$ cat config.mk
export PLATFORM = sky130hd
export DESIGN_NAME = uart_tx_ctrl_flat
export DESIGN_NICKNAME = d
export VERILOG_FILES = /design/src/rtl/uart_pkg.sv /design/src/rtl/uart_tx_ctrl_if.sv /design/src/rtl/uart_baud_counter.sv /design/src/rtl/uart_tx_ctrl.sv /design/src/flat_wrapper.sv
export SDC_FILE = /design/constraint.sdc
export NUM_CORES = 1
export LEC_CHECK = 0
export CAP_MARGIN = 20
export CELL_PAD_IN_SITES_DETAIL_PLACEMENT = 0
export CELL_PAD_IN_SITES_GLOBAL_PLACEMENT = 1
export CORE_MARGIN = 2
export CORE_UTILIZATION = 39
export DETAILED_ROUTE_END_ITERATION = 12
export PLACE_DENSITY_LB_ADDON = 0.1
export SLEW_MARGIN = 5
export SYNTH_ARGS = -nofsm -noshare
export SYNTH_HDL_FRONTEND = slang
export SYNTH_SLANG_ARGS = --single-unit
$ cat constraint.sdc
create_clock -name clk_i -period 3.2 [get_ports clk_i]
set_input_delay 0.64 -clock clk_i [delete_from_list [all_inputs] [get_ports clk_i]]
set_output_delay 0.64 -clock clk_i [all_outputs]
set_load 0.05 [all_outputs]
$ cat src/rtl/uart_pkg.sv
// Shared UART definitions: TX controller state encoding and frame geometry.
// Used by the TX controller today and the RX path later.
package uart_pkg;

  typedef enum logic [1:0] {
    IDLE = 2'd0,
    LOAD = 2'd1,
    DATA = 2'd2,
    STOP = 2'd3
  } uart_tx_state_e;

  localparam int UART_DATA_BITS    = 8;
  localparam int UART_FRAME_SHIFTS = 8;

endpackage

$ cat src/rtl/uart_tx_ctrl_if.sv
// Byte handshake, shift-register control and TX line bundle for uart_tx_ctrl.
// slave = the controller, master = whatever drives bytes and models the shifter.
interface uart_tx_ctrl_if;
  import uart_pkg::*;

  logic [UART_DATA_BITS-1:0] tx_data_i;
  logic                      tx_valid_i;
  logic                      tx_ready_o;
  logic [UART_DATA_BITS-1:0] data_o;
  logic                      load_byte_o;
  logic                      shift_o;
  logic                      serial_i;
  logic                      tx_o;
  logic                      busy_o;
  logic                      done_o;

  modport slave (
    input  tx_data_i, tx_valid_i, serial_i,
    output tx_ready_o, data_o, load_byte_o, shift_o, tx_o, busy_o, done_o
  );

  modport master (
    output tx_data_i, tx_valid_i, serial_i,
    input  tx_ready_o, data_o, load_byte_o, shift_o, tx_o, busy_o, done_o
  );

endinterface

$ cat src/rtl/uart_baud_counter.sv
// Free-running bit-period counter: counts 0..CLKS_PER_BIT-1 while enabled, wraps.
// Latency: tick_o is combinational from the count; no backpressure (clear wins over enable).
module uart_baud_counter #(
  parameter int CLKS_PER_BIT = 16
) (
  input  logic clk_i,
  input  logic reset_ni,
  input  logic clear_i,
  input  logic enable_i,
  output logic tick_o
);

  localparam int CNT_W = (CLKS_PER_BIT > 2) ? $clog2(CLKS_PER_BIT) : 1;
  localparam logic [CNT_W-1:0] CNT_LAST = CNT_W'(CLKS_PER_BIT - 1);

  logic [CNT_W-1:0] cnt_q, cnt_d;

  assign tick_o = (cnt_q == CNT_LAST);

  always_comb begin
    cnt_d = cnt_q;
    if (clear_i) begin
      cnt_d = '0;
    end else if (enable_i) begin
      cnt_d = tick_o ? '0 : cnt_q + 1'b1;
    end
  end

  always_ff @(posedge clk_i or negedge reset_ni) begin
    if (!reset_ni) begin
      cnt_q <= '0;
    end else begin
      cnt_q <= cnt_d;
    end
  end

endmodule

$ cat src/rtl/uart_tx_ctrl.sv
// UART TX sequencer: accepts a byte, pulses load/shift for the shift register, muxes the line.
// Latency: load 1 cycle after accept, frame 2+10*CPB cycles (2+11*CPB with UART_TX_TWO_STOP_EN).
// Backpressure: tx_ready_o only in IDLE; offers while busy are dropped, not queued.
module uart_tx_ctrl
  import uart_pkg::*;
#(
  parameter int CLKS_PER_BIT = 16
) (
  input logic           clk_i,
  input logic           reset_ni,
  uart_tx_ctrl_if.slave bus
);

  localparam logic [1:0] ST_IDLE = IDLE;
  localparam logic [1:0] ST_LOAD = LOAD;
  localparam logic [1:0] ST_DATA = DATA;
  localparam logic [1:0] ST_STOP = STOP;

`ifdef UART_TX_TWO_STOP_EN
  localparam logic [3:0] STOP_LAST = 4'd1;
`else
  localparam logic [3:0] STOP_LAST = 4'd0;
`endif

  logic [1:0]                state_q, state_d;
  logic [3:0]                bit_cnt_q, bit_cnt_d;
  logic [UART_DATA_BITS-1:0] data_q, data_d;
  logic                      line_en_q, line_en_d;
  logic                      baud_tick;

  uart_baud_counter #(
    .CLKS_PER_BIT(CLKS_PER_BIT)
  ) u_baud (
    .clk_i   (clk_i),
    .reset_ni(reset_ni),
    .clear_i (state_q == ST_LOAD),
    .enable_i((state_q == ST_DATA) || (state_q == ST_STOP)),
    .tick_o  (baud_tick)
  );

  // bit_cnt_q is the line bit index in DATA and the stop-bit index in STOP.
  always_comb begin
    state_d   = state_q;
    bit_cnt_d = bit_cnt_q;
    data_d    = data_q;
    line_en_d = (state_q == ST_DATA);
    case (state_q)
      ST_IDLE: begin
        if (bus.tx_valid_i) begin
          data_d  = bus.tx_data_i;
          state_d = ST_LOAD;
        end
      end
      ST_LOAD: begin
        bit_cnt_d = '0;
        state_d   = ST_DATA;
      end
      ST_DATA: begin
        if (baud_tick) begin
          if (bit_cnt_q == 4'(UART_DATA_BITS)) begin
            bit_cnt_d = '0;
            state_d   = ST_STOP;
          end else begin
            bit_cnt_d = bit_cnt_q + 4'd1;
          end
        end
      end
      default: begin
        if (baud_tick) begin
          if (bit_cnt_q == STOP_LAST) begin
            bit_cnt_d = '0;
            state_d   = ST_IDLE;
          end else begin
            bit_cnt_d = bit_cnt_q + 4'd1;
          end
        end
      end
    endcase
  end

  always_ff @(posedge clk_i or negedge reset_ni) begin
    if (!reset_ni) begin
      state_q   <= ST_IDLE;
      bit_cnt_q <= '0;
      data_q    <= '0;
      line_en_q <= 1'b0;
    end else begin
      state_q   <= state_d;
      bit_cnt_q <= bit_cnt_d;
      data_q    <= data_d;
      line_en_q <= line_en_d;
    end
  end

  // line_en_q lags DATA by one cycle to line up with the shifter's registered output.
  assign bus.tx_o        = line_en_q ? bus.serial_i : 1'b1;
  assign bus.tx_ready_o  = (state_q == ST_IDLE);
  assign bus.busy_o      = (state_q != ST_IDLE);
  assign bus.data_o      = data_q;
  assign bus.load_byte_o = (state_q == ST_LOAD);
  assign bus.shift_o     = (state_q == ST_DATA) && baud_tick &&
                           (bit_cnt_q < 4'(UART_FRAME_SHIFTS));
  assign bus.done_o      = (state_q == ST_STOP) && baud_tick && (bit_cnt_q == STOP_LAST);

endmodule
$ cat src/flat_wrapper.sv
// flat-port wrapper written by rule: the top's interface ports become plain ports
module uart_tx_ctrl_flat import uart_pkg::*;
#(
  parameter int CLKS_PER_BIT = 16
)
  (clk_i, reset_ni, bus_tx_data_i, bus_tx_valid_i, bus_serial_i, bus_tx_ready_o, bus_data_o, bus_load_byte_o, bus_shift_o, bus_tx_o, bus_busy_o, bus_done_o);
  uart_tx_ctrl_if bus_i ();
  input logic clk_i;
  input logic reset_ni;
  input wire logic [$bits(bus_i.tx_data_i)-1:0] bus_tx_data_i;
  input wire logic [$bits(bus_i.tx_valid_i)-1:0] bus_tx_valid_i;
  input wire logic [$bits(bus_i.serial_i)-1:0] bus_serial_i;
  output wire logic [$bits(bus_i.tx_ready_o)-1:0] bus_tx_ready_o;
  output wire logic [$bits(bus_i.data_o)-1:0] bus_data_o;
  output wire logic [$bits(bus_i.load_byte_o)-1:0] bus_load_byte_o;
  output wire logic [$bits(bus_i.shift_o)-1:0] bus_shift_o;
  output wire logic [$bits(bus_i.tx_o)-1:0] bus_tx_o;
  output wire logic [$bits(bus_i.busy_o)-1:0] bus_busy_o;
  output wire logic [$bits(bus_i.done_o)-1:0] bus_done_o;
  assign bus_i.tx_data_i = bus_tx_data_i;
  assign bus_i.tx_valid_i = bus_tx_valid_i;
  assign bus_i.serial_i = bus_serial_i;
  assign bus_tx_ready_o = bus_i.tx_ready_o;
  assign bus_data_o = bus_i.data_o;
  assign bus_load_byte_o = bus_i.load_byte_o;
  assign bus_shift_o = bus_i.shift_o;
  assign bus_tx_o = bus_i.tx_o;
  assign bus_busy_o = bus_i.busy_o;
  assign bus_done_o = bus_i.done_o;
  uart_tx_ctrl #(.CLKS_PER_BIT(CLKS_PER_BIT)) u_core (.clk_i(clk_i), .reset_ni(reset_ni), .bus(bus_i));
endmodule
==> impl_results.html, run 1 <==
<table>
<tr><th>Metric</th><th>Value</th></tr>
<tr><th colspan="2">Critical path</th></tr>
<tr><td>Library cell contributing the largest single delay on the critical path</td><td>clkdlybuf4s50_1</td></tr>
<tr><td>Number of cells traversed by the worst register-to-register path</td><td>5</td></tr>
<tr><td>Reg2Reg Launch Point</td><td>u_core.state_q[0]</td></tr>
<tr><td>Endpoint of the lowest-slack register-to-register path</td><td>u_core.state_q[0]</td></tr>
<tr><td>Startpoint types</td><td>flop</td></tr>
<tr><td>Largest stage delay on the critical path</td><td>0.80 ns</td></tr>
<tr><td>Max FO, Critical Path</td><td>5</td></tr>
<tr><td>Critical path arrival</td><td>2.26 ns</td></tr>
<tr><td>Chain of cells forming the critical path</td><td>inv_1 &gt; ha_1 &gt; nor3b_1 &gt; and3_1 &gt; clkdlybuf4s50_1</td></tr>
<tr><td>Slack of the worst reg-to-reg path</td><td>1.40 ns</td></tr>
<tr><td>Category of the most critical setup path</td><td>flop to primary output</td></tr>
<tr><td>Kind of end point of the critical path</td><td>primary output</td></tr>
<tr><td>Worst endpoint required time</td><td>2.56 ns</td></tr>
<tr><th colspan="2">Timing</th></tr>
<tr><td>Shortest period the worst path allows</td><td>2.903 ns</td></tr>
<tr><td>Fmax</td><td>344.5 MHz</td></tr>
<tr><td>Max transition margin</td><td>42.62%</td></tr>
<tr><td>Sum of negative setup slack</td><td>0 ns</td></tr>
<tr><td>Final worst clock skew</td><td>0.003025 ns</td></tr>
<tr><td>Actual transition at the worst max-transition pin</td><td>0.8580 ns</td></tr>
<tr><td>Final setup violation count</td><td>0</td></tr>
<tr><td>Final hold vios</td><td>0</td></tr>
<tr><td>WHS</td><td>0.5121 ns</td></tr>
<tr><td>Final period utilization</td><td>90.72%</td></tr>
<tr><td>RSZ-0062 raised after global routing</td><td>false</td></tr>
<tr><td>Max-slew violation count</td><td>0</td></tr>
<tr><th colspan="2">Placed design</th></tr>
<tr><td>Final RePlAce weighted congestion</td><td>0.7663</td></tr>
<tr><td>Port-buffer cells</td><td>25</td></tr>
<tr><td>Instance area after placement</td><td>1296 sq um</td></tr>
<tr><td>Post-Place Cells</td><td>146</td></tr>
<tr><td>HPWL reported at the end of detailed placement</td><td>1484 um</td></tr>
<tr><th colspan="2">Route</th></tr>
<tr><td>Via density per instance</td><td>4.953</td></tr>
<tr><td>Number of remaining DRC errors</td><td>0</td></tr>
<tr><td>Detailed-router iteration count before antenna repair</td><td>4</td></tr>
<tr><td>Via count of the routed design</td><td>743</td></tr>
<tr><td>Final antenna-violating net count</td><td>0</td></tr>
<tr><td>Average wire length per cell after detail routing</td><td>13.05 um</td></tr>
<tr><td>Violation count after the first detailed-routing iteration</td><td>16</td></tr>
<tr><td>Aggregate routed wire length</td><td>1958 um</td></tr>
<tr><th colspan="2">Synth</th></tr>
<tr><td>Multiplexer share of the synthesized area</td><td>11.87%</td></tr>
<tr><td>Cell type contributing the most total cell area after synthesis</td><td>dfrtp_1</td></tr>
<tr><td>Top cells by area in the synthesized netlist</td><td>dfrtp_1 47%, ha_1 11%, mux2_2 8.9%</td></tr>
<tr><td>Synth Area in Adders</td><td>11.12%</td></tr>
<tr><td>Synthesized instance count</td><td>92</td></tr>
<tr><td>Simple-gate area share of the yosys netlist</td><td>15.45%</td></tr>
<tr><td>Most instantiated flip-flop cell in the synthesis netlist</td><td>dfrtp_1</td></tr>
<tr><td>Post-synthesis compound-gate area fraction</td><td>10.88%</td></tr>
<tr><td>Largest family of logic cells by synthesized area</td><td>simple AND/OR/NAND/NOR gates</td></tr>
<tr><td>Library cells used by synthesis</td><td>28</td></tr>
<tr><td>Top cell type's share of synthesized area</td><td>46.97%</td></tr>
<tr><td>Synthesized-area fraction occupied by xor and xnor cells</td><td>0%</td></tr>
<tr><td>Post-synth ARST share</td><td>100.0%</td></tr>
<tr><td>Flops &amp; latches, synth</td><td>19</td></tr>
<tr><td>Yosys synthesis warning count</td><td>0</td></tr>
<tr><td>Number of synthesized flops with an enable pin</td><td>0</td></tr>
<tr><td>Cell area after technology mapping</td><td>1012 sq um</td></tr>
<tr><td>Synthesized Nets</td><td>113</td></tr>
<tr><td>Synthesized area per cell</td><td>11.00 sq um</td></tr>
<tr><td>Register area share after synthesis</td><td>46.97%</td></tr>
<tr><th colspan="2">Floorplanning</th></tr>
<tr><td>Total I/O pin count</td><td>26</td></tr>
<tr><td>Effective utilization at floorplan</td><td>40.86%</td></tr>
<tr><td>Number of rows created at floorplan</td><td>18</td></tr>
<tr><td>Die W</td><td>54.95 um</td></tr>
<tr><td>Total core area</td><td>2477 sq um</td></tr>
<tr><td>Chip Height</td><td>54.95 um</td></tr>
<tr><td>DIE AREA</td><td>3019 sq um</td></tr>
<tr><th colspan="2">Layout</th></tr>
<tr><td>Total inserted antenna cells</td><td>0</td></tr>
<tr><td># fillers</td><td>230</td></tr>
<tr><td>Post-route cell area</td><td>1324 sq um</td></tr>
<tr><td>Layout overhead on the synthesized area</td><td>30.78%</td></tr>
<tr><td>Non-filler instance count after layout</td><td>150</td></tr>
<tr><td>Fraction of layout instances using a drive strength above 1</td><td>10.83%</td></tr>
<tr><td>Net count of the finished layout</td><td>142</td></tr>
<tr><td>Highest-count cells in the layout ignoring fill and taps</td><td>25 x clkdlybuf4s50_1, 19 x dfrtp_1, 9 x inv_1, 9 x ha_1, 8 x mux2_2</td></tr>
<tr><td>Most frequent standard cell in the layout excluding fill and tap cells</td><td>clkdlybuf4s50_1</td></tr>
<tr><th colspan="2">Global routing</th></tr>
<tr><td>Maximum number of pins on one net before global-route repair</td><td>20</td></tr>
<tr><td>Global-route wire length before repair</td><td>3146 um</td></tr>
<tr><td>Number of antenna violations at the first check in global routing</td><td>0</td></tr>
<tr><td>Number of global-route vias before repair</td><td>723</td></tr>
<tr><td>Remaining global-route overflow</td><td>0</td></tr>
<tr><td>Total Routing Usage GR</td><td>15.12%</td></tr>
<tr><th colspan="2">Clocking</th></tr>
<tr><td>Maximum count of clock buffers along a single path</td><td>2</td></tr>
<tr><td>Clock-pin slew of the registers on the worst-case setup and hold paths</td><td>0.11 ns</td></tr>
<tr><td>Worst-skew pair later-pin latency</td><td>0.30 ns</td></tr>
<tr><td>Root Driver</td><td>clkbuf_4</td></tr>
<tr><td>Total setup buffers inserted after CTS</td><td>0</td></tr>
<tr><td>CTS sink cnt</td><td>19</td></tr>
<tr><td>H-tree Lvls</td><td>1</td></tr>
<tr><td>Number of hold buffers added after cts</td><td>0</td></tr>
<tr><td>TritonCTS buffer count</td><td>3</td></tr>
<tr><td>Number of resized instances in the post-cts repair step</td><td>0</td></tr>
<tr><td>CTS tree</td><td>done</td></tr>
<tr><th colspan="2">Hold path</th></tr>
<tr><td>Worst min-delay path class</td><td>flop to flop</td></tr>
<tr><td>Endpoint of the worst hold-timing path</td><td>u_core.bus.data_o[2]</td></tr>
<tr><td>Hold path cells</td><td>1</td></tr>
<tr><td>Worst Min Path Start</td><td>u_core.bus.data_o[2]</td></tr>
<tr><th colspan="2">Pwr</th></tr>
<tr><td>Peak ir drop on the vdd network</td><td>0.6452 mV</td></tr>
<tr><td>Leak</td><td>0.5998 nW</td></tr>
<tr><td>Overall power of the completed layout</td><td>1.422 mW</td></tr>
<tr><td>Power per unit of standard cell area</td><td>1074 nW/um^2</td></tr>
<tr><th colspan="2">Run</th></tr>
<tr><td>Count of max-cap constraint violations</td><td>0</td></tr>
<tr><th colspan="2">Outcome</th></tr>
<tr><td>Status</td><td>complete, no violations</td></tr>
</table>
-- layer usage --
layer,part of all wire (%),up-vias,routed length [um],global-route usage (%)
met4,1.0,0,20,6.098
met5,0,-,0,0
met2,49,15,960,24.80
met3,4.7,2,93,4.839
li1,-,377,-,-
met1,45,349,884,18.35
-- report_power, final --
| group | internal (mW) | switching (mW) | total [mW] | leakage (nW) |
|---|---|---|---|---|
| Clock | 0.0466 | 0.0745 | 0.121 | 0.0177 |
| Combinational | 0.352 | 0.525 | 0.877 | 0.347 |
| Sequential | 0.347 | 0.0774 | 0.424 | 0.235 |
-- stage by stage --
stage,worst slack (ns),utilization (%)
6_report,0.2969,53.43
2_1_floorplan,1.092,-
3_5_place_dp,0.5622,52.32
5_1_grt,0.09359,53.43
3_3_place_gp,0.5921,52.32
4_1_cts,0.2720,53.43
-- worst max path at each step --
stage | start | slack [ns] | endpoint | cells past startpoint
floorplan | u_core.state_q[1] | 1.09 | bus_busy_o | 3
global placement | bus_serial_i | 0.59 | bus_tx_o | 3
detailed placement | bus_serial_i | 0.56 | bus_tx_o | 3
CTS | u_core.bit_cnt_q[0] | 0.27 | bus_done_o | 5
global route | u_core.bit_cnt_q[0] | 0.09 | bus_done_o | 5
finish | u_core.bit_cnt_q[0] | 0.30 | bus_done_o | 5
-- synthesized netlist by cell type, types with 2 or more instances --
cell type,number
mux2i_1,3
mux2_2,8
nor2_1,2
nand2b_1,4
o22ai_1,3
dfrtp_1,19
inv_1,9
ha_1,9
nor3b_1,2
o21ai_0,6
a21oi_1,2
and3_1,3
nand2_1,7
-- logic make-up (layout without fill, tap and decap cells) --
family	Yosys count	after routing
muxes	11	11
DFF	19	19
AOI/OAI and AO/OA	17	17
adders and majority gates	9	9
and+or+nand+nor	26	26
buffers and inverters	10	38
-- critical path: cells and delay by family (launching register included) --
kind,cells,cell delay [ns]
fa+ha+maj,1,0.14
buf+inv,2,0.87
simple gates,2,0.53
flops,1,0.43
-- final cells by class --
class                   count  area (sq um)  share of cell area (%)
inverters                   9         33.78                   2.552
repair buffers             25         250.2                   18.90
clock buffers               3         22.52                   1.701
well taps                  30         37.54                   2.836
clock inverters             1         5.005                  0.3781
multi-input cells          63         499.2                   37.71
flip-flops and latches     19         475.5                   35.92
-- flip-flops by register name (all words and copies together), names as in the netlist --
| register | count |
|---|---|
| u_core.bit_cnt_q | 4 |
| u_core.u_baud.cnt_q | 4 |
| u_core.state_q | 2 |
| u_core.bus.data_o | 8 |
| u_core.line_en_q | 1 |
No activity file was read; power rests on OpenSTA's default activity.
==> run 2: changes to the inputs <==
CAP_MARGIN = 30   (was 20)
SLEW_MARGIN = not set   (was 5)
==> results of run 2 <==
Final layout, timing and power as in run 1 (identical DEF).
==> patch 1 (flow settings as in run 1) <==
Register the output `bus.tx_o`; this adds one clock of latency there.
--- a/src/rtl/uart_tx_ctrl.sv
+++ b/src/rtl/uart_tx_ctrl.sv
@@ -93,7 +93,9 @@
   end
 
   // line_en_q lags DATA by one cycle to line up with the shifter's registered output.
-  assign bus.tx_o        = line_en_q ? bus.serial_i : 1'b1;
+  always_ff @(posedge clk_i) begin
+    bus.tx_o <= line_en_q ? bus.serial_i : 1'b1;
+  end
   assign bus.tx_ready_o  = (state_q == ST_IDLE);
   assign bus.busy_o      = (state_q != ST_IDLE);
   assign bus.data_o      = data_q;
Formal check against the unedited RTL: not equivalent (a bounded check fails within 4 cycles, from zero or initial values and one cycle with reset_ni low).
==> patch 1 against run 1 <==
- synthesized area grew 2.7%
- cell area grew 4.0%
- sequential cell count grew 1
- clock skew grew 0.010 ns
- routed wire length grew 2.8%
- largest cell class unchanged
- setup slack gained 0.0015 ns
- count of clock-buffer cells in the layout is the same
- synthesized cell count shrank 4.3%
Power is left out: it rests on default switching activity, and per cell area and clock period it moved more than threefold.
==> patch 1: results (changes against run 1) <==
metric	value	unit	change
maxSlewHeadroom	42.20	%	-0.42 points
status	finished clean		
antennaDiodeCount	0		unchanged
fin_skew	0.01323	ns	+0.01020 ns
worst_ep_arrival_time	2.26	ns	about the same
yosysTopAreaCellShare	45.73	%	-1.2 points
clock-root-buffer	clkbuf_4		
dp_slack	0.6625	ns	+0.1003 ns
nFillCells	225		-2.2%
post-cts-setup-buffer-count	0		unchanged
drive_above_1_share	17.24	%	+6.4 points
numPortBuffers	25		unchanged
route.detailed.drc	0		unchanged
worstReg2RegStart	u_core.state_q[1]$_DFFE_PN0P_		
grt_pass1_vias	780		+7.9%
grt_use_met2	25.85	%	+1.0 points
synth_area_leaders	dfrtp_1, ha_1, mux2_2, mux2_4, a22o_1		
met2_length	977	um	+1.8%
numCtsBuffers	3		unchanged
dpl.hpwl	1514	um	+2.0%
grt_usage	14.66	%	-0.45 points
met3_usage	4.884	%	+0.045 points
htreeDepth	1		unchanged
clkTransAtPathRegs	0.13	ns	+0.02 ns
synth-seq-area-share	47.65	%	+0.68 points
hold_path.class	reg -> reg		
top_layer_used	met4		
hp-start	u_core.line_en_q$_DFF_PN0_		
yosys-top-cells-count	dfrtp_1, ha_1, mux2_2		
startpoint	u_core.u_baud.cnt_q[0]$_DFFE_PN0P_		
critPathSlowestCell	clkdlybuf4s50_1		
first_pass_iters	3		-1
finalWeightedCongestion	0.7519		-1.9%
via_per_inst	5.075		+2.5%
met1_length	907	um	+2.6%
wl_per_cell	13.78	um	+5.6%
synth-async-reset-ratio	95.00	%	-5.0 points
grt_pass1_wl	3629	um	+15%
ctsResizeCount	0		unchanged
route.met3.wl	111	um	+19%
synth.distinct_cells	28		unchanged
postSynthNetCount	109		-3.5%
grt_use_met1	17.26	%	-1.1 points
nets	138		-2.8%
critical_path.top_delay_family	buffers and inverters		
==> patch 1: worst reg2reg max path, cell delays in order, from the launching register on <==
cell	delay [ns]
dfrtp_1	0.48
inv_1	0.13
ha_1	0.29
nor3_1	0.21
a21oi_1	0.07
o221ai_2	0.22
mux2_4	0.32
==> patch 1: worst paths after layout <==
check	slack, ns	endpoint	cells past startpoint
max	0.30	bus_done_o	5
min	0.42	u_core.bus.tx_o$_SDFF_PN1_	1
max reg2reg	1.37	u_core.state_q[1]$_DFFE_PN0P_	6
min reg2reg	0.42	u_core.bus.tx_o$_SDFF_PN1_	1
max in group asynchronous	1.85	u_core.bus.data_o[7]$_DFFE_PN0P_	1
min in group asynchronous	0.80	u_core.u_baud.cnt_q[2]$_DFFE_PN0P_	1
==> patch 1: final cells by class <==
cell class                 count  share of cell area (%)
clock buffer                   3                   1.636
clock inverter                 1                   2.182
inverter                       6                   1.636
multi-input combinational     61                   37.64
sequential                    20                   36.00
tap                           30                   2.727
timing repair buffer          25                   18.18
==> patch 1: per-stage QoR <==
stage	area [sq um]	instances	util [%]
floorplan	1040	88	-
global placement	1324	142	52.95
detailed placement	1324	142	52.95
CTS	1376	146	55.06
global route	1376	146	55.06
finish	1376	146	55.06
==> patch 1: cells by family (layout without fill, tap and decap cells) <==
kind of cell	after synthesis	in the layout	share of synthesized area (%)
AOI/OAI and AO/OA	16	16	11.55
DFF	20	20	47.65
xor gates and xnor gates	1	1	0.8425
muxes	13	13	14.56
adders and majority gates	9	9	10.83
and+or+nand+nor	22	22	12.03
buffers and inverters	7	35	2.527
==> patch 2 (settings of run 1) <==
Made on the original files. `CLKS_PER_BIT` is set to 16 in 3 places; all go to 8.
--- a/src/rtl/uart_baud_counter.sv
+++ b/src/rtl/uart_baud_counter.sv
@@ -1,7 +1,7 @@
 // Free-running bit-period counter: counts 0..CLKS_PER_BIT-1 while enabled, wraps.
 // Latency: tick_o is combinational from the count; no backpressure (clear wins over enable).
 module uart_baud_counter #(
-  parameter int CLKS_PER_BIT = 16
+  parameter int CLKS_PER_BIT = 8
 ) (
   input  logic clk_i,
   input  logic reset_ni,
--- a/src/rtl/uart_tx_ctrl.sv
+++ b/src/rtl/uart_tx_ctrl.sv
@@ -4,7 +4,7 @@
 module uart_tx_ctrl
   import uart_pkg::*;
 #(
-  parameter int CLKS_PER_BIT = 16
+  parameter int CLKS_PER_BIT = 8
 ) (
   input logic           clk_i,
   input logic           reset_ni,
--- a/src/flat_wrapper.sv
+++ b/src/flat_wrapper.sv
@@ -1,7 +1,7 @@
 // flat-port wrapper written by rule: the top's interface ports become plain ports
 module uart_tx_ctrl_flat import uart_pkg::*;
 #(
-  parameter int CLKS_PER_BIT = 16
+  parameter int CLKS_PER_BIT = 8
 )
   (clk_i, reset_ni, bus_tx_data_i, bus_tx_valid_i, bus_serial_i, bus_tx_ready_o, bus_data_o, bus_load_byte_o, bus_shift_o, bus_tx_o, bus_busy_o, bus_done_o);
   uart_tx_ctrl_if bus_i ();
Check against the original RTL: not equivalent (Yosys sat finds a counterexample within 10 cycles, from zero or initial values and one cycle with reset_ni low).
==> patch 2 against run 1 <==
- critical path depth increased by 1
- critical path type unchanged
- largest cell class is now registers
- routed wire length decreased by 11%
- cell area decreased by 6.2%
- power decreased by 0.77%
- sequential cell count decreased by 1
- synthesized area decreased by 8.0%
- non-clock buffer count unchanged
- first-iteration DRC count decreased by 81%
- setup slack got worse by 0.033 ns
==> patch 2: results (changes against run 1) <==
metric	value	unit	change
grt_usage	15.55	%	+0.43 points
peakVddDrop	582.2	uV	-9.8%
met3_usage	6.780	%	+1.9 points
worstPathMaxFanout	4		-1
grt_use_met1	18.17	%	-0.19 points
numPortBuffers	25		unchanged
nets	129		-9.2%
grt_max_degree	19		-5.0%
leakage	0.5543	nW	-7.6%
ctsResizeCount	0		unchanged
dpl-instance-area	1205	sq um	-7.0%
worst_ep_arrival_time	2.30	ns	+0.04 ns
wl_per_cell	12.77	um	-2.2%
post-cts-setup-buffer-count	0		unchanged
clkTransAtPathRegs	0.11	ns	about the same
slowest_delay	0.79	ns	
via_per_inst	4.897		-1.1%
grt_use_met2	26.04	%	+1.2 points
grt_antenna_before_repair	0		unchanged
route.detailed.drc	0		unchanged
synth.distinct_cells	28		unchanged
drive_above_1_share	16.67	%	+5.8 points
synth_xor_area_share	0.9409	%	+0.94 points
first_pass_iters	3		-1
yosys-top-cells-count	dfrtp_1, ha_1, mux2_2		
finalWeightedCongestion	0.7255		-5.3%
yosys_warnings	0		unchanged
drt_iter0_drc	3		-13
postSynthNetCount	100		-12%
largest_reg_flops	8		unchanged
status	finished clean		
synth_fa_ha_area_share	10.75	%	-0.37 points
synth-async-reset-ratio	100.0	%	unchanged
yosysTopAreaCellShare	48.39	%	+1.4 points
start_util	41.68	%	+0.82 points
critical_path.top_delay_family	buffers and inverters		
worst_pin_slew	0.8214	ns	-0.03657 ns
synth_area_leaders	dfrtp_1, ha_1, mux2_2, inv_1, nand2_1		
grt_pass1_wl	3111	um	-1.1%
dpl.hpwl	1312	um	-12%
grt_pass1_vias	710		-1.8%
critPathSlowestCell	clkdlybuf4s50_1		
yosys-mux-area-fraction	12.37	%	+0.50 points
synth-seq-area-share	48.39	%	+1.4 points
synth-compound-area-share	10.22	%	-0.66 points
tns	0	ns	unchanged
fin_skew	0.0008223	ns	-0.002203 ns
clock-root-buffer	clkbuf_4		
clock_path_buffers	2		unchanged
[patch 2: logic make-up (layout without fill, tap and decap cells)]
family                     after synthesis  count (layout)
AOI/OAI and AO/OA                       14              14
xor gates and xnor gates                 1               1
adders and majority gates                8               8
buffers and inverters                    8              36
DFF                                     18              18
muxes                                   10              10
and+or+nand+nor                         21              21
[patch 2: layer usage]
layer / wire length [um] / vias up / share of wire, %
li1: - / 333 / -
met1: 822 / 310 / 47
met2: 788 / 21 / 45
met3: 112 / 2 / 6.4
met4: 13 / 0 / 0.75
met5: 0 / - / 0
[patch 2: worst min-delay path, cell delays in order (launching register included)]
cell and delay (ns):
dfrtp_1 0.36, nand2_1 0.05, o21ai_0 0.06
[patch 2: layout make-up]
type / instances / area (sq um)
Multi-Input combinational cell: 54 / 442.9
Fill cell: 216 / 992.2
Sequential cell: 18 / 450.4
Timing Repair Buffer: 25 / 250.2
Tap cell: 28 / 35.03
Clock buffer: 4 / 36.28
Inverter: 7 / 26.28
[patch 2: per-stage QoR]
step | instances | hold slack [ns] | worst slack (ns) | utilization, % | power (mW)
2_1_floorplan | 80 | 0.3444 | 1.041 | - | 1.048
3_3_place_gp | 132 | 0.4766 | 0.5921 | 53.95 | 1.273
3_5_place_dp | 132 | 0.4827 | 0.5913 | 53.95 | 1.279
4_1_cts | 136 | 0.5097 | 0.2390 | 55.57 | 1.430
5_1_grt | 136 | 0.5368 | 0.07682 | 55.57 | 1.522
6_report | 136 | 0.5042 | 0.2640 | 55.57 | 1.411
[patch 2: path summary, 6_finish.rpt]
path / startpoint / to / slack [ns] / cells past startpoint
max: u_core.u_baud.cnt_q[0]$_DFFE_PN0P_ / bus_done_o / 0.26 / 6
min: u_core.u_baud.cnt_q[1]$_DFFE_PN0P_ / u_core.u_baud.cnt_q[1]$_DFFE_PN0P_ / 0.50 / 2
max reg2reg: u_core.state_q[1]$_DFFE_PN0P_ / u_core.state_q[1]$_DFFE_PN0P_ / 1.45 / 6
min in group asynchronous: reset_ni / u_core.state_q[1]$_DFFE_PN0P_ / 0.81 / 1
max in group asynchronous: reset_ni / u_core.bus.data_o[3]$_DFFE_PN0P_ / 1.89 / 1
min reg2reg: u_core.u_baud.cnt_q[1]$_DFFE_PN0P_ / u_core.u_baud.cnt_q[1]$_DFFE_PN0P_ / 0.50 / 2
[patch 2: power breakdown]
| part | total [mW] | internal (mW) | switching, mW |
|---|---|---|---|
| clock network | 0.143 | 0.0693 | 0.0736 |
| registers | 0.401 | 0.331 | 0.0708 |
| logic | 0.867 | 0.357 | 0.510 |
